$ cat config.mk
export PLATFORM = sky130hd
export DESIGN_NAME = fwd_hazard_unit
export DESIGN_NICKNAME = d
export VERILOG_FILES = /design/src/rtl/cpu_pkg.sv /design/src/rtl/fwd_port_sel.sv /design/src/rtl/fwd_hazard_unit.sv
export SDC_FILE = /design/constraint.sdc
export NUM_CORES = 1
export LEC_CHECK = 0
export BUFFER_PORTS_ARGS = -buffer_cell sky130_fd_sc_hd__buf_2
export CAP_MARGIN = 20
export CORE_UTILIZATION = 35
export CTS_BUF_LIST = sky130_fd_sc_hd__clkbuf_4
export CTS_CLUSTER_SIZE = 24
export DETAILED_ROUTE_END_ITERATION = 6
export HOLD_SLACK_MARGIN = 0.06
export SYNTH_ARGS = -nofsm -noshare
export SYNTH_HDL_FRONTEND = slang
export SYNTH_HIERARCHICAL = 1
export SYNTH_SLANG_ARGS = --single-unit
export TNS_END_PERCENT = 10
$ cat constraint.sdc
create_clock -name clk -period 1.75 [get_ports clk]
set_clock_uncertainty 0.2 [all_clocks]
set_input_delay 0.35 -clock clk [delete_from_list [all_inputs] [get_ports clk]]
set_output_delay 0.35 -clock clk [all_outputs]
set_load 0.1 [all_outputs]
$ cat src/rtl/cpu_pkg.sv
// Shared CPU definitions: forwarding select encodings, register-index defaults
// and the destination-info slot tracked by the forwarding/hazard unit.
package cpu_pkg;

    localparam int REG_ADDR_W_DEFAULT = 5;
    // Slot rd field is sized for the widest supported register index; narrower
    // indices are zero-extended on entry, so comparisons stay exact.
    localparam int SLOT_RD_W = 8;

    localparam int FWD_REGFILE = 0;
    localparam int FWD_MEM     = 1;
    localparam int FWD_WB      = 2;

    typedef struct packed {
        logic                 valid;
        logic [SLOT_RD_W-1:0] rd;
        logic                 regwrite;
        logic                 memread;
    } slot_t;

    // x0 is hard-wired to zero, so a write to it never produces forwardable data.
    function automatic logic is_writer(input slot_t s);
        return s.valid & s.regwrite & (s.rd != '0);
    endfunction

endpackage

$ cat src/rtl/fwd_port_sel.sv
// Per-source-port priority matcher: picks the youngest post-EX stage that
// writes the requested register, or the register file when none does.
module fwd_port_sel
    import cpu_pkg::*;
#(
    parameter int NUM_FWD_STAGES = 2,
    parameter int SEL_W          = 2
) (
    input  logic                              i_en,
    input  logic [SLOT_RD_W-1:0]              i_rs,
    input  slot_t [NUM_FWD_STAGES-1:0]        i_stages,
    output logic [SEL_W-1:0]                  o_sel
);

    // Scan oldest to youngest so the youngest matching stage wins.
    always_comb begin
        o_sel = SEL_W'(FWD_REGFILE);
        if (i_en) begin
            for (int k = NUM_FWD_STAGES - 1; k >= 0; k--) begin
                if (is_writer(i_stages[k]) && (i_stages[k].rd == i_rs)) begin
                    o_sel = SEL_W'(k + 1);
                end
            end
        end
    end

endmodule

$ cat src/rtl/fwd_hazard_unit.sv
// Forwarding select and load-use stall generation from a shadow pipeline of
// destination info. Define FWD_HAZARD_PERF_EN to add stall/forward counters.
module fwd_hazard_unit
    import cpu_pkg::*;
#(
    parameter int NUM_SRC          = 2,
    parameter int NUM_FWD_STAGES   = 2,
    parameter int REG_ADDR_W       = REG_ADDR_W_DEFAULT,
    parameter int LOAD_READY_STAGE = 2,
    localparam int SEL_W           = $clog2(NUM_FWD_STAGES + 1)
) (
    input  logic                          clk,
    input  logic                          arst_n,
    input  logic                          advance,
    input  logic                          flush_ex,
    input  logic                          id_valid,
    input  logic [NUM_SRC*REG_ADDR_W-1:0] id_rs,
    input  logic [NUM_SRC-1:0]            id_rs_used,
    input  logic [REG_ADDR_W-1:0]         id_rd,
    input  logic                          id_regwrite,
    input  logic                          id_memread,
    output logic [NUM_SRC*SEL_W-1:0]      fwd_sel,
    output logic                          stall_id
`ifdef FWD_HAZARD_PERF_EN
    ,
    output logic [31:0]                   perf_stall_cnt,
    output logic [31:0]                   perf_fwd_cnt
`endif
);

    slot_t                         r_ex;
    logic [NUM_SRC*REG_ADDR_W-1:0] r_ex_rs;
    logic [NUM_SRC-1:0]            r_ex_rs_used;
    slot_t [NUM_FWD_STAGES-1:0]    r_stage;

    slot_t w_id_slot;
    logic  w_bubble;
    logic  w_load_hit;

    always_comb begin
        w_id_slot          = '0;
        w_id_slot.valid    = 1'b1;
        w_id_slot.rd       = SLOT_RD_W'(id_rd);
        w_id_slot.regwrite = id_regwrite;
        w_id_slot.memread  = id_memread;
    end

    // A load in EX or in any stage before LOAD_READY_STAGE-1 cannot supply
    // data in time for the instruction currently in ID.
    always_comb begin
        w_load_hit = 1'b0;
        for (int i = 0; i < NUM_SRC; i++) begin
            if (id_rs_used[i]) begin
                if (is_writer(r_ex) && r_ex.memread &&
                    (r_ex.rd == SLOT_RD_W'(id_rs[i*REG_ADDR_W +: REG_ADDR_W]))) begin
                    w_load_hit = 1'b1;
                end
                for (int k = 1; k < LOAD_READY_STAGE - 1; k++) begin
                    if (is_writer(r_stage[k-1]) && r_stage[k-1].memread &&
                        (r_stage[k-1].rd == SLOT_RD_W'(id_rs[i*REG_ADDR_W +: REG_ADDR_W]))) begin
                        w_load_hit = 1'b1;
                    end
                end
            end
        end
    end

    assign stall_id = id_valid & w_load_hit;
    assign w_bubble = flush_ex | stall_id | ~id_valid;

    always_ff @(posedge clk or negedge arst_n) begin
        if (!arst_n) begin
            r_ex         <= '0;
            r_ex_rs      <= '0;
            r_ex_rs_used <= '0;
            r_stage      <= '0;
        end else if (advance) begin
            r_stage[0] <= r_ex;
            for (int k = 1; k < NUM_FWD_STAGES; k++) begin
                r_stage[k] <= r_stage[k-1];
            end
            r_ex         <= w_bubble ? '0 : w_id_slot;
            r_ex_rs      <= w_bubble ? '0 : id_rs;
            r_ex_rs_used <= w_bubble ? '0 : id_rs_used;
        end
    end

    for (genvar i = 0; i < NUM_SRC; i++) begin : g_port
        logic [SLOT_RD_W-1:0] w_rs;
        assign w_rs = SLOT_RD_W'(r_ex_rs[i*REG_ADDR_W +: REG_ADDR_W]);

        fwd_port_sel #(
            .NUM_FWD_STAGES (NUM_FWD_STAGES),
            .SEL_W          (SEL_W)
        ) u_port_sel (
            .i_en     (r_ex.valid & r_ex_rs_used[i]),
            .i_rs     (w_rs),
            .i_stages (r_stage),
            .o_sel    (fwd_sel[i*SEL_W +: SEL_W])
        );
    end

`ifdef FWD_HAZARD_PERF_EN
    logic [31:0] r_perf_stall;
    logic [31:0] r_perf_fwd;
    logic        w_any_fwd;

    assign w_any_fwd = r_ex.valid & (|fwd_sel);

    // Both counters saturate rather than wrap.
    always_ff @(posedge clk or negedge arst_n) begin
        if (!arst_n) begin
            r_perf_stall <= '0;
            r_perf_fwd   <= '0;
        end else begin
            if (advance && stall_id && (r_perf_stall != 32'hFFFF_FFFF)) begin
                r_perf_stall <= r_perf_stall + 32'd1;
            end
            if (advance && w_any_fwd && (r_perf_fwd != 32'hFFFF_FFFF)) begin
                r_perf_fwd <= r_perf_fwd + 32'd1;
            end
        end
    end

    assign perf_stall_cnt = r_perf_stall;
    assign perf_fwd_cnt   = r_perf_fwd;
`endif

endmodule
==> flow_metrics.env <==
export IMPL_status="finished, violations left"
export IMPL_violations="negative setup slack"
export IMPL_max_cap_violations=0
export IMPL_syn_inst=208
export IMPL_cts_tree="yes"
export IMPL_die_h_um=80.3
export IMPL_drc_errors=0
export IMPL_vdd_drop_max_uv=485
export IMPL_worst_ep_arrival_time_ns=1.77
export IMPL_design_portCount=29
export IMPL_syn_avg_cell_area_um2=10.3
export IMPL_drt_wl_total_um=5140
export IMPL_ant_nets=0
export IMPL_die_area_um2=6440
export IMPL_grt_antenna_before_repair=0
export IMPL_first_global_vias=1891
export IMPL_first_iter_violations=62
export IMPL_die_w_um=80.3
export IMPL_slowest_stage="dfrtp_2"
export IMPL_fp_coreArea_um2=5920
export IMPL_clk_path_buf_depth=2
export IMPL_place_gp_congestion=0.756
export IMPL_cts_sinks=34
export IMPL_path_clk_slew_ns=0.10
export IMPL_layoutNonFillerInstCount=391
export IMPL_start_util_pct=36.2
export IMPL_num_fill_cells=561
export IMPL_crit_required_ns=1.20
export IMPL_drive_gt1_share_pct=39.2
export IMPL_period_minus_slack_ns=2.32
export IMPL_dpl_hpwl_um=3770
export IMPL_cp_cell_sequence="nor4_1 > a211oi_1 > nand3_1 > and3_4 > buf_12"
export IMPL_hold_path_class="in2reg"
export IMPL_vias_per_cell=4.84
export IMPL_syn_area_um2=2140
export IMPL_via_count=1893
export IMPL_htree_levels=2
export IMPL_reg2reg_slack_ns=-0.23
export IMPL_drt_wirelength_per_cell_um=13.1
export IMPL_rows=28
export IMPL_ys_warnings_count=6
export IMPL_dr_pass1_iters=4
export IMPL_grt_max_degree=41
export IMPL_cts_root_buffer="clkbuf_4"
export IMPL_numCtsBuffers=5
export IMPL_rsz0062_at_grt="true"
export IMPL_reg2reg_depth=5
export IMPL_critPathCaptureType="primary output"
export IMPL_fin_crit_sh_pct=132
export IMPL_finalSetupViolations=25
export IMPL_critPathLaunchType="flop"
export IMPL_dp_cells=374
export IMPL_area_growth_pct=41.6
export IMPL_p_leak_nw=1.41
export IMPL_grt_first_pass_wirelength_um=9080
export IMPL_fmax_mhz=432
export IMPL_grtUsageTotal_pct=18.5
export IMPL_timing_final_ws_setup_ns=-0.567
export IMPL_diodes=0
export IMPL_final_core_util_pct=51.3
export IMPL_drv_slew=0
export IMPL_clk_latency_ns=0.33
export IMPL_worstSetupPathType="reg2out"
export IMPL_crit_fanout=6
export IMPL_worstHoldPathCells=3
export IMPL_finalHoldViolCount=0
export IMPL_slowest_delay_ns=0.45
export IMPL_finalNetCount=339
export IMPL_p_per_area_nw_per_um2=662
export IMPL_io_buffer_count=28
export IMPL_overflow=0
==> power breakdown <==
group          total (mW)  leakage [nW]  internal [mW]  switching (mW)
sequential           1.01         0.438          0.880           0.131
clock               0.430        0.0331          0.166           0.264
combinational       0.570         0.938          0.327           0.243
==> repair_timing <==
action                                 in CTS  in global routing
resized for setup                           5                  3
pin swaps                                   2                  2
endpoints found under the hold margin      41                  0
setup buffers                               0                  1
setup endpoints to repair                  25                 25
hold buffers                                8                  0
==> through the flow <==
| stage | instance area (um2) | hold WS (ns) | TNS, ns | total power, mW | worst slack [ns] |
|---|---|---|---|---|---|
| finish | 3040 | 0.0814 | -6.99 | 2.01 | -0.567 |
| global route | 3040 | 0.0720 | -9.71 | 2.14 | -0.657 |
| CTS | 3020 | 0.0631 | -7.48 | 2.02 | -0.589 |
| detailed placement | 2870 | 0.209 | -5.56 | 1.57 | -0.243 |
| global placement | 2870 | 0.206 | -5.37 | 1.55 | -0.230 |
| floorplan | 2300 | -0.146 | -1.18 | 1.32 | -0.249 |
==> final cells by class <==
cell class / count / area, um2 / share of cell area (%)
clock buffer: 6 / 45.0 / 1.48
inverter: 4 / 15.0 / 0.494
tap: 75 / 93.8 / 3.09
sequential: 34 / 855 / 28.1
multi-input combinational: 193 / 1400 / 46.1
timing repair buffer: 77 / 619 / 20.4
clock inverter: 2 / 8.76 / 0.288
==> layer usage <==
layer / vias up / wire length (um) / GRT usage, %
met1: 898 / 2530 / 25.6
met2: 34 / 2430 / 30.4
met5: - / 0 / 0
met3: 5 / 141 / 3.18
li1: 956 / - / -
met4: 0 / 48 / 3.75
==> worst paths after layout <==
check	startpoint	end
worst min-delay path	id_rs[6]	r_ex_rs[6]$_DFFE_PN0P_
min in group asynchronous	arst_n	r_ex[10]$_DFFE_PN0P_
worst min register to register	r_ex_rs_used[0]$_DFFE_PN0P_	r_ex_rs_used[0]$_DFFE_PN0P_
max in group asynchronous	arst_n	r_stage[2]$_DFFE_PN0P_
worst max-delay path	r_stage[2]$_DFFE_PN0P_	fwd_sel[1]
worst max register to register	r_ex[6]$_DFFE_PN0P_	r_ex_rs[8]$_DFFE_PN0P_
==> flip-flops by register name, summed over array words and instances, names as in the netlist <==
signal        cells
r_ex              8
r_ex_rs_used      2
r_stage          14
r_ex_rs          10
==> critical path, delay by kind of cell (launching register included) <==
kind                   cells  cell delay (ns)
and+or+nand+nor            3             0.67
buffers and inverters      1             0.17
DFF                        1             0.45
AOI/OAI and AO/OA          1             0.14
==> layout by cell type (no fill, tap or decap), drive strengths merged, types with 4 or more instances in the layout <==
cell type,n
a32oi,19
buf,69
clkbuf,6
conb,36
dfrtp,34
dlygate4sd3,8
inv,4
mux2,14
nand2,23
nand4,6
nor4,12
o21ai,21
xnor2,20
xor2,22
Note: power is estimated with default switching activity, not from simulation.
